===== src/rtl/vga_timing_generator.sv =====
// 640x480@60 VGA raster timing: pixel-rate divider, h/v counters, delayed syncs
// and line/frame strobes for the chess board renderer.
module vga_timing_generator #(
    parameter int CLK_DIV    = 4,
    parameter int H_VISIBLE  = 640,
    parameter int H_FRONT    = 16,
    parameter int H_SYNC     = 96,
    parameter int H_BACK     = 48,
    parameter int V_VISIBLE  = 480,
    parameter int V_FRONT    = 10,
    parameter int V_SYNC     = 2,
    parameter int V_BACK     = 33,
    parameter int SYNC_DELAY = 1
) (
    input  logic       clk,
    input  logic       rst,
    output logic [9:0] h_cnt,
    output logic [9:0] v_cnt,
    output logic       is_in_display_area,
    output logic       hsync,
    output logic       vsync,
    output logic       pixel_tick,
    output logic       line_start,
    output logic       frame_start
);

    localparam int H_TOTAL = H_VISIBLE + H_FRONT + H_SYNC + H_BACK;
    localparam int V_TOTAL = V_VISIBLE + V_FRONT + V_SYNC + V_BACK;
    localparam int DIV_W   = $clog2(CLK_DIV);

    localparam logic [DIV_W-1:0] DIV_LAST = DIV_W'(CLK_DIV - 1);
    localparam logic [9:0] H_LAST       = 10'(H_TOTAL - 1);
    localparam logic [9:0] V_LAST       = 10'(V_TOTAL - 1);
    localparam logic [9:0] H_VIS        = 10'(H_VISIBLE);
    localparam logic [9:0] V_VIS        = 10'(V_VISIBLE);
    localparam logic [9:0] H_SYNC_START = 10'(H_VISIBLE + H_FRONT);
    localparam logic [9:0] H_SYNC_END   = 10'(H_VISIBLE + H_FRONT + H_SYNC);
    localparam logic [9:0] V_SYNC_START = 10'(V_VISIBLE + V_FRONT);
    localparam logic [9:0] V_SYNC_END   = 10'(V_VISIBLE + V_FRONT + V_SYNC);

    logic [DIV_W-1:0] div_reg, div_next;
    logic [9:0]       h_cnt_reg, h_cnt_next;
    logic [9:0]       v_cnt_reg, v_cnt_next;
    logic             line_start_reg, line_start_next;
    logic             frame_start_reg, frame_start_next;
    logic             h_last, v_last;
    logic             hsync_raw, vsync_raw;

    assign pixel_tick = (div_reg == DIV_LAST);
    assign h_last     = (h_cnt_reg == H_LAST);
    assign v_last     = (v_cnt_reg == V_LAST);

    always_comb begin
        div_next         = div_reg + 1'b1;
        h_cnt_next       = h_cnt_reg;
        v_cnt_next       = v_cnt_reg;
        line_start_next  = 1'b0;
        frame_start_next = 1'b0;
        if (pixel_tick) begin
            div_next = '0;
            if (h_last) begin
                h_cnt_next      = '0;
                v_cnt_next      = v_last ? 10'd0 : v_cnt_reg + 10'd1;
                line_start_next = 1'b1;
                frame_start_next = v_last;
            end else begin
                h_cnt_next = h_cnt_reg + 10'd1;
            end
        end
    end

    always_ff @(posedge clk or negedge rst) begin
        if (!rst) begin
            div_reg         <= '0;
            h_cnt_reg       <= '0;
            v_cnt_reg       <= '0;
            line_start_reg  <= 1'b0;
            frame_start_reg <= 1'b0;
        end else begin
            div_reg         <= div_next;
            h_cnt_reg       <= h_cnt_next;
            v_cnt_reg       <= v_cnt_next;
            line_start_reg  <= line_start_next;
            frame_start_reg <= frame_start_next;
        end
    end

    assign h_cnt       = h_cnt_reg;
    assign v_cnt       = v_cnt_reg;
    assign line_start  = line_start_reg;
    assign frame_start = frame_start_reg;

    assign is_in_display_area = (h_cnt_reg < H_VIS) && (v_cnt_reg < V_VIS);
    assign hsync_raw = !((h_cnt_reg >= H_SYNC_START) && (h_cnt_reg < H_SYNC_END));
    assign vsync_raw = !((v_cnt_reg >= V_SYNC_START) && (v_cnt_reg < V_SYNC_END));

    // Sync delay keeps the pins aligned with the renderer's registered colour.
    generate
        if (SYNC_DELAY == 0) begin : g_no_delay
            assign hsync = hsync_raw;
            assign vsync = vsync_raw;
        end else begin : g_delay
            logic [SYNC_DELAY-1:0] hs_pipe_reg;
            logic [SYNC_DELAY-1:0] vs_pipe_reg;
            for (genvar gi = 0; gi < SYNC_DELAY; gi++) begin : g_stage
                logic hs_in, vs_in;
                if (gi == 0) begin : g_first
                    assign hs_in = hsync_raw;
                    assign vs_in = vsync_raw;
                end else begin : g_rest
                    assign hs_in = hs_pipe_reg[gi-1];
                    assign vs_in = vs_pipe_reg[gi-1];
                end
                always_ff @(posedge clk or negedge rst) begin
                    if (!rst) begin
                        hs_pipe_reg[gi] <= 1'b1;
                        vs_pipe_reg[gi] <= 1'b1;
                    end else begin
                        hs_pipe_reg[gi] <= hs_in;
                        vs_pipe_reg[gi] <= vs_in;
                    end
                end
            end
            assign hsync = hs_pipe_reg[SYNC_DELAY-1];
            assign vsync = vs_pipe_reg[SYNC_DELAY-1];
        end
    endgenerate

endmodule


===== config.mk =====
export PLATFORM = sky130hd
export DESIGN_NAME = vga_timing_generator
export DESIGN_NICKNAME = d
export VERILOG_FILES = /design/src/rtl/vga_timing_generator.sv
export SDC_FILE = /design/constraint.sdc
export NUM_CORES = 1
export LEC_CHECK = 0
export BUFFER_PORTS_ARGS = -buffer_cell sky130_fd_sc_hd__buf_4
export CORE_UTILIZATION = 50
export CTS_BUF_LIST = sky130_fd_sc_hd__clkbuf_16
export DETAILED_ROUTE_END_ITERATION = 10
export PLACE_DENSITY = 0.77
export SLEW_MARGIN = 15
export SYNTH_ARGS = -nofsm -noshare
export SYNTH_HDL_FRONTEND = slang
export SYNTH_SLANG_ARGS = --single-unit

===== constraint.sdc =====
create_clock -name clk -period 3.1 [get_ports clk]
set_input_delay 0.31 -clock clk [delete_from_list [all_inputs] [get_ports clk]]
set_output_delay 0.31 -clock clk [all_outputs]
set_load 0.01 [all_outputs]

---- Word level (Yosys, flattened, before mapping) ----
Cells that the tools add are included.
storage, ports and cells
  register bits after elaboration ......... 26
  output and inout port bits .............. 26
  logic and storage cells ................. 32
cells by class
  add/subtract/negate cells ............... 3
  magnitude comparators ................... 6
  equality and inequality tests ........... 3
  multiplexer cells ....................... 7
  reductions and logical operators ........ 6
operator list
  cell                                                          number
  adder 10 x 1 -> 10 bit (second input constant)                2
  equality test 10 bit (second input constant)                  2
  less-than comparator 10 bit (second input constant)           2
  less-than comparator 10 x 9 -> 1 bit (second input constant)  2
  2-to-1 mux 10 bit                                             2
  >= comparator 10 bit (second input constant)                  1
  >= comparator 10 x 9 -> 1 bit (second input constant)         1
  2-to-1 mux 1 bit                                              4
  logical AND 1 bit                                             3
  adder 2 x 1 -> 2 bit (second input constant)                  1
  equality test 2 bit (second input constant)                   1
  logical NOT 1 bit                                             2
  2-to-1 mux 2 bit                                              1
  AND reduction 2 bit                                           1

---- Depth between registers and ports, before layout ----
Gate-level depths: netlist of the first run.
  depth after elaboration ................. 3
  depth in mapped cells ................... 8

---- Worst setup path before layout of the first run ----
No wires, ideal clock.
  path kind ............................... register to register
  start ................................... reg div_reg[0]
  end ..................................... reg v_cnt_reg[3], in the netlist v_cnt[3]
  setup time .............................. 83 ps
  data arrival time ....................... 1640 ps
  required time ........................... 3017 ps
  setup slack ............................. 1378 ps
  cell stages (with the launch flop) ...... 7
  cells stage by stage .................... dfrtp_1 > ha_1 > and3_1 > clkbuf_4 > nand3_4 > or4_1 > o21ai_0
on the way
  cells in the longest elaborated chain, start to end .. 2
RTL lines
  element                        RTL line  source
  start, declared                41        logic [DIV_W-1:0] div_reg, div_next;
  start signal, assigned         80        div_reg <= div_next;
  equality test 2 bit            49        assign pixel_tick = (div_reg == DIV_LAST);
  via pixel_tick                 22        output logic pixel_tick,
  AND reduction 2 bit (no line)  --
  end signal, assigned           82        v_cnt_reg <= v_cnt_next;
  end, declared                  43        logic [9:0] v_cnt_reg, v_cnt_next;
The timed path passes the listed nets, and every way through them passes these cells.
A chain may end at the register's enable or synchronous reset.

---- Worst setup path in the final report of the first run ----
  start ................................... reg div_reg[0]
  end ..................................... reg v_cnt_reg[7], in the netlist v_cnt[7]
on the way
  cells in the longest elaborated chain, start to end .. 2
RTL lines
  element                        RTL line
  equality test 2 bit            49
  AND reduction 2 bit (no line)  --
No other way between the ends.

==> results.sh, run 1 <==
export IMPL_run_status="finished clean"
export IMPL_power_switching_uw=122.8
export IMPL_p_leak_uw=0.0007818
export IMPL_setup_clock_skew_after_layout_ns=0.005302
export IMPL_synth_to_layout_area_growth_pct=26.13
export IMPL_grt_first_pass_wirelength_um=4409
export IMPL_type_of_element_launching_the_critical_path="register"
export IMPL_power_share_clock=0.518
export IMPL_worst_endpoint_required_ns=3.25
export IMPL_final_min_clock_period_ns=2.021
export IMPL_seq_area_frac_synth=0.5014
export IMPL_netlist_area_pre_place_um2=1302
export IMPL_p_sw_frac=0.1704
export IMPL_finalNonFillerCells=186
export IMPL_synth_top_flop_cell="sky130_fd_sc_hd__dfrtp_1"
export IMPL_htreeDepth=1
export IMPL_synth_seq_cells=26
export IMPL_post_cts_setup_buffers=0
export IMPL_holdCritPathClass="register to register"
export IMPL_worst_ir_drop_vdd_v=0.0003185
export IMPL_post_place_cells=181
export IMPL_synth_top_area_cell="sky130_fd_sc_hd__dfrtp_1"
export IMPL_arrival_ns=2.17
export IMPL_clockRootBuffer="sky130_fd_sc_hd__clkbuf_16"
export IMPL_routed_via_density=5.651
export IMPL_dieWidth_um=53.04
export IMPL_first_global_vias=954
export IMPL_io_pins=28
export IMPL_cell_internal_power_uw=597.9
export IMPL_share_of_flip_flops_with_an_asynchronous_set_or_reset_after_synthesis=1.000
export IMPL_power_combinational_fraction=0.011
export IMPL_hold_viol=0
export IMPL_number_of_antenna_repair_diodes=0
export IMPL_grt_max_degree=27
export IMPL_fmax_ghz=0.4947
export IMPL_post_synth_main_area_contributors="sky130_fd_sc_hd__dfrtp_1, sky130_fd_sc_hd__ha_1, sky130_fd_sc_hd__nand4_1"
export IMPL_port_buffers=27
export IMPL_synth_most_common_cell="sky130_fd_sc_hd__dfrtp_1"
export IMPL_gate_count_post_synth=126
export IMPL_layout_worst_path_cycle_share=0.6521
export IMPL_die_area_um2=2813
export IMPL_max_cap_violations=0
export IMPL_synth_top_cells_by_count="sky130_fd_sc_hd__dfrtp_1, sky130_fd_sc_hd__nand2_1, sky130_fd_sc_hd__nor2_1, sky130_fd_sc_hd__nand4_1, sky130_fd_sc_hd__o21ai_0"
export IMPL_synth_avg_cell_area_um2=10.34
export IMPL_dp_hpwl_um=1883
export IMPL_final_setup_viol_count=0
export IMPL_gr_total_overflow=0
export IMPL_site_row_count=18
export IMPL_seqPwrFrac=0.471
export IMPL_start_util=0.5258
export IMPL_wl_per_cell_um=14.73
export IMPL_syn_nets=133
export IMPL_cts_num_sinks=26
export IMPL_latest_clock_arrival_within_the_worst_skew_pair_ns=0.26
export IMPL_power_density_cell_area_nw_per_um2=438.7
export IMPL_cts_buffers_inserted=3
export IMPL_drt_initial_drc_count=18
export IMPL_grt_setup_unrepaired="no"
export IMPL_chipHeight_um=53.04
export IMPL_synth_edff_count=0
export IMPL_synthDistinctLibCells=35
export IMPL_slew_headroom=0.7545
export IMPL_nNetsFinal=164
export IMPL_grt_antenna_before_repair=0
export IMPL_post_route_cells_drive_above_1_share=0.2628
export IMPL_track_usage=0.2212
export IMPL_cts_max_path_buffers=2
export IMPL_final_max_slew_violation_count=0
export IMPL_criticalPathCategory="register to register"
export IMPL_clk_pin_slew_worst_paths_ns=0.07
export IMPL_yosysWarnings=0
export IMPL_worst_setup_path_end_kind="register"
export IMPL_timing_setup_tns_ns=0
export IMPL_routed_via_count=1051
export IMPL_gp_routability_congestion=0.8444
export IMPL_routed_wl_um=2740
export IMPL_ant_nets=0
export IMPL_route_detailed_drc=0
export IMPL_drt_pass1_iterations=4
export IMPL_area_of_the_core_um2=2477
export IMPL_crit_path_max_fanout=13
export IMPL_worst_slew_pin_slew_ns=0.3679
export IMPL_synth_largest_type_area_fraction=0.4611
export IMPL_cts_tree="built"
routing by layer:
metal,share of wire,wire [µm],vias up,GRT usage
met5,0,0,-,0
met4,0.012,34,0,0.09649
met3,0.035,96,4,0.02586
met2,0.48,1317,30,0.3523
met1,0.47,1291,502,0.3005
li1,-,-,515,-
area by class of cell:
| cell class | count | area, µm² |
|---|---|---|
| fillers | 190 | 834.6 |
| flip-flops and latches | 26 | 653.1 |
| multi-input cells | 91 | 608.1 |
| repair buffers | 28 | 212.7 |
| clock buffers | 3 | 75.07 |
| well taps | 30 | 37.54 |
| clock inverters | 1 | 30.03 |
| inverters | 7 | 26.28 |
final timing paths:
check	end	slack (ns)	startpoint	cells after the start
setup / recovery	v_cnt[7]	1.08	div_reg[0]	6
hold / removal	div_reg[0]	0.44	div_reg[0]	1
setup reg to reg	v_cnt[7]	1.08	div_reg[0]	6
hold reg to reg	div_reg[0]	0.44	div_reg[0]	1
max in group asynchronous	hsync	2.32	rst	2
min in group asynchronous	v_cnt[7]	0.49	rst	2
through the flow:
| stage | hold WS, ns | area [µm²] | setup slack, ns | total power (µW) | utilization |
|---|---|---|---|---|---|
| 2_1_floorplan | 0.01441 | 1303 | 1.378 | 345.7 | - |
| 3_3_place_gp | 0.2334 | 1528 | 1.207 | 353.1 | 0.6167 |
| 3_5_place_dp | 0.2347 | 1528 | 1.118 | 353.2 | 0.6167 |
| 4_1_cts | 0.4503 | 1643 | 1.090 | 729.5 | 0.6631 |
| 5_1_grt | 0.4572 | 1643 | 0.9362 | 740.1 | 0.6631 |
| 6_report | 0.4365 | 1643 | 1.079 | 720.7 | 0.6631 |
placed cells by master (no fill, tap or decap), types with 3 or more instances in the layout:
cell	instances
sky130_fd_sc_hd__xnor2_1	6
sky130_fd_sc_hd__clkbuf_16	3
sky130_fd_sc_hd__and3_1	3
sky130_fd_sc_hd__buf_4	27
sky130_fd_sc_hd__nand2_1	14
sky130_fd_sc_hd__nand3_1	3
sky130_fd_sc_hd__o21ai_0	8
sky130_fd_sc_hd__nand4_1	9
sky130_fd_sc_hd__and3_2	3
sky130_fd_sc_hd__inv_1	7
sky130_fd_sc_hd__ha_1	5
sky130_fd_sc_hd__dfrtp_1	24
sky130_fd_sc_hd__nor2_1	11
sky130_fd_sc_hd__nor3_1	4
worst max-delay path: stages (launching register included):
cell	delay, ns
sky130_fd_sc_hd__dfrtp_1	0.35
sky130_fd_sc_hd__ha_1	0.31
sky130_fd_sc_hd__and3_1	0.36
sky130_fd_sc_hd__nand3_4	0.15
sky130_fd_sc_hd__inv_1	0.32
sky130_fd_sc_hd__o21ai_0	0.16
sky130_fd_sc_hd__a22o_1	0.26
timing repair:
| action | in CTS | in global routing |
|---|---|---|
| hold buffers | 1 | 0 |
| gates resized for setup | 0 | 0 |
| hold endpoints to repair | 24 | 0 |
power by group through the flow:
stage	logic [µW]	clock network, µW	registers, µW
CTS	8.60	382	339
finish	8.13	373	339
floorplan	0.000255	0	346
detailed placement	7.62	0	346
global placement	7.55	0	346
global route	9.82	391	339
logic make-up (layout without fill, tap and decap cells):
logic type | count (synthesis) | after routing | share of synthesized area
buffers and inverters | 9 | 39 | 0.03171
adder cells (fa/ha/maj) | 5 | 5 | 0.04803
AO/OA/AOI/OAI | 18 | 18 | 0.09030
multiplexers | 2 | 2 | 0.01537
flip-flops | 26 | 26 | 0.5014
XOR/XNOR | 8 | 8 | 0.05380
AND/OR/NAND/NOR | 58 | 58 | 0.2594
Note: power is estimated with default switching activity, not from simulation.
==> run 2, diff against run 1 <==
--- a/config.mk
+++ b/config.mk
@@ -5,6 +5,7 @@
 export SDC_FILE = /design/constraint.sdc
 export NUM_CORES = 1
 export LEC_CHECK = 0
+export ABC_AREA = 1
 export BUFFER_PORTS_ARGS = -buffer_cell sky130_fd_sc_hd__buf_4
 export CORE_UTILIZATION = 50
 export CTS_BUF_LIST = sky130_fd_sc_hd__clkbuf_16
==> constraint.sdc (replaced) <==
create_clock -name clk -period 2 [get_ports clk]
set_input_delay 0.2 -clock clk [delete_from_list [all_inputs] [get_ports clk]]
set_output_delay 0.2 -clock clk [all_outputs]
set_load 0.01 [all_outputs]
==> run 2 against run 1 <==
Design area is 3.6% higher. Highest routed layer unchanged. Largest power group is now registers. Die area is 6.8% higher. Worst hold slack worse by 0.048 ns. Synthesized cell count is 31% higher.
==> results.sh, run 2 <==
export IMPL_post_cts_setup_buffers=0
export IMPL_number_of_antenna_repair_diodes=0
export IMPL_site_row_count=18
export IMPL_worst_r2r_cell_count=7
export IMPL_seq_area_frac_synth=0.4682
export IMPL_synth_seq_cells=26
export IMPL_fmax_ghz=0.6391
export IMPL_r2r_setup_slack_ns=0.46
export IMPL_latest_clock_arrival_within_the_worst_skew_pair_ns=0.25
export IMPL_synth_top_area_cell="sky130_fd_sc_hd__dfrtp_1"
export IMPL_final_min_clock_period_ns=1.565
export IMPL_layout_cells_most_common_list="sky130_fd_sc_hd__nand2_1, sky130_fd_sc_hd__buf_4, sky130_fd_sc_hd__dfrtp_1"
export IMPL_gr_total_overflow=0
export IMPL_chipHeight_um=54.82
export IMPL_syn_nets=172
export IMPL_synth_edff_count=0
export IMPL_yosysWarnings=0
export IMPL_final_common_cell="sky130_fd_sc_hd__nand2_1"
export IMPL_crit_path_max_fanout=6
export IMPL_cts_tree="built"
export IMPL_synth_largest_type_area_fraction=0.4305
export IMPL_synth_avg_cell_area_um2=8.455
export IMPL_share_of_flip_flops_with_an_asynchronous_set_or_reset_after_synthesis=1.000
export IMPL_worst_slew_pin_slew_ns=0.3493
export IMPL_power_density_cell_area_nw_per_um2=565.2
export IMPL_cts_max_path_buffers=2
export IMPL_rr_endpoint="h_cnt[6]"
export IMPL_type_of_element_launching_the_critical_path="register"
export IMPL_final_max_slew_violation_count=0
export IMPL_routed_via_count=1148
export IMPL_run_status="finished clean"
export IMPL_holdCritPathClass="input pin to async pin"
export IMPL_rr_startpoint="div_reg[0]"
export IMPL_drt_initial_drc_count=14
export IMPL_nNetsFinal=203
export IMPL_port_buffers=27
export IMPL_io_pins=28
export IMPL_drt_pass1_iterations=4
export IMPL_gp_routability_congestion=0.8228
export IMPL_start_util=0.5434
export IMPL_worst_setup_path_end_kind="output pin"
export IMPL_final_core_utilization=0.6628
export IMPL_post_route_cells_drive_above_1_share=0.2216
export IMPL_arrival_ns=1.36
export IMPL_synth_most_common_cell="sky130_fd_sc_hd__nand2_1"
export IMPL_synth_top_flop_cell="sky130_fd_sc_hd__dfrtp_1"
export IMPL_first_global_vias=1008
export IMPL_track_usage=0.2104
export IMPL_dp_hpwl_um=2008
export IMPL_cts_num_sinks=26
export IMPL_final_setup_viol_count=0
export IMPL_criticalPathCategory="register to output pin"
export IMPL_area_of_the_core_um2=2567
export IMPL_synthDistinctLibCells=26
export IMPL_p_leak_uw=0.0008422
export IMPL_timing_setup_tns_ns=0
export IMPL_grt_first_pass_wirelength_um=4402
export IMPL_post_place_cells=220
export IMPL_grt_setup_unrepaired="no"
export IMPL_worst_ir_drop_vdd_v=0.0005722
export IMPL_netlist_area_pre_place_um2=1395
export IMPL_finalNonFillerCells=224
export IMPL_routed_wl_um=2771
export IMPL_slew_headroom=0.7672
export IMPL_post_synth_main_area_contributors="sky130_fd_sc_hd__dfrtp_1, sky130_fd_sc_hd__nand2_1, sky130_fd_sc_hd__nor2_1"
export IMPL_grt_max_degree=27
export IMPL_setup_clock_skew_after_layout_ns=0.002896
export IMPL_wl_per_cell_um=12.37
export IMPL_gate_count_post_synth=165
export IMPL_dieWidth_um=54.82
export IMPL_synth_to_layout_area_growth_pct=21.97
export IMPL_clockRootBuffer="sky130_fd_sc_hd__clkbuf_16"
export IMPL_cts_buffers_inserted=3
export IMPL_routed_via_density=5.125
export IMPL_clk_pin_slew_worst_paths_ns=0.06
export IMPL_route_detailed_drc=0
export IMPL_die_area_um2=3005
export IMPL_synth_top_cells_by_count="sky130_fd_sc_hd__nand2_1, sky130_fd_sc_hd__dfrtp_1, sky130_fd_sc_hd__nor2_1, sky130_fd_sc_hd__inv_1, sky130_fd_sc_hd__nand3_1"
export IMPL_max_cap_violations=0
export IMPL_layout_worst_path_cycle_share=0.7824
export IMPL_ant_nets=0
export IMPL_grt_antenna_before_repair=0
export IMPL_hold_viol=0
export IMPL_worst_endpoint_required_ns=1.80
export IMPL_htreeDepth=1
==> run 2: cell types whose count changed after synthesis, moves of 3 or more <==
cell                      change
sky130_fd_sc_hd__and3_1       -3
sky130_fd_sc_hd__and3_2       -3
sky130_fd_sc_hd__inv_1       +13
sky130_fd_sc_hd__nand2_1     +25
sky130_fd_sc_hd__nand3_1      +9
sky130_fd_sc_hd__nand4_1      -5
sky130_fd_sc_hd__nor2_1      +11
sky130_fd_sc_hd__nor2_2       +3
sky130_fd_sc_hd__o21ai_0      -3
sky130_fd_sc_hd__o21ai_1      +5
==> run 2: cell type report <==
type / instances / area (µm²)
clock buffers: 3 / 75.07
well taps: 30 / 37.54
inverters: 20 / 75.07
flip-flops and latches: 26 / 653.1
repair buffers: 28 / 212.7
multi-input cells: 117 / 648.1
fillers: 222 / 865.8
==> run 2: worst max-delay path: stages, from the launching register on <==
cell and delay [ns]:
sky130_fd_sc_hd__dfrtp_1 0.46, sky130_fd_sc_hd__nand2_1 0.12, sky130_fd_sc_hd__nor2_1 0.28, sky130_fd_sc_hd__nor2_1 0.10
sky130_fd_sc_hd__buf_4 0.15
==> run 2: through the flow <==
step / cell area, µm² / setup WS, ns / total power, µW / hold WS [ns]
2_1_floorplan: 1395 / 0.6244 / 535.8 / -0.09559
3_3_place_gp: 1617 / 0.5660 / 547.6 / 0.1262
3_5_place_dp: 1617 / 0.4540 / 547.8 / 0.1290
4_1_cts: 1702 / 0.4399 / 971.7 / 0.3985
5_1_grt: 1702 / 0.2687 / 1002 / 0.4377
6_report: 1702 / 0.4352 / 961.7 / 0.3881
==> run 2: worst max path at each step <==
stage	startpoint	end	slack [ns]	depth (start not counted)
2_1_floorplan	div_reg[0]	h_cnt[3]	0.62	7
3_3_place_gp	div_reg[0]	h_cnt[8]	0.57	7
3_5_place_dp	div_reg[0]	h_cnt[6]	0.45	7
4_1_cts	v_cnt[5]	is_in_display_area	0.44	4
5_1_grt	div_reg[0]	h_cnt[8]	0.27	7
6_report	v_cnt[5]	is_in_display_area	0.44	4
==> run 2: where the power goes <==
group	total (µW)	leakage, µW	switching, µW	internal, µW
combinational	12.5	0.000463	9.93	2.60
clock	423	0.0000370	159	264
sequential	526	0.000342	0	526
==> run 2: layer usage <==
| layer | vias up | global-route usage | share of wire | wire length, µm |
|---|---|---|---|---|
| met5 | - | 0 | 0 | 0 |
| met4 | 0 | 0.06410 | 0.0097 | 27 |
| met3 | 4 | 0.04167 | 0.031 | 85 |
| met2 | 20 | 0.3554 | 0.50 | 1375 |
| met1 | 545 | 0.2674 | 0.46 | 1282 |
| li1 | 579 | - | - | - |
==> run 2: cells by family (layout without fill, tap and decap cells) <==
group / Yosys count / count (layout) / share of synthesized area
simple gates: 94 / 94 / 0.3372
flops: 26 / 26 / 0.4682
buf+inv: 22 / 51 / 0.06726
compound gates: 12 / 12 / 0.04484
xor+xnor: 6 / 6 / 0.03767
fa+ha+maj: 5 / 5 / 0.04484
==> run 2: what timing repair did <==
item / CTS / global route
resized for setup: 0 / 0
hold buffers: 1 / 0
hold endpoints to repair: 24 / 0
endpoints found under the setup margin: 0 / 0
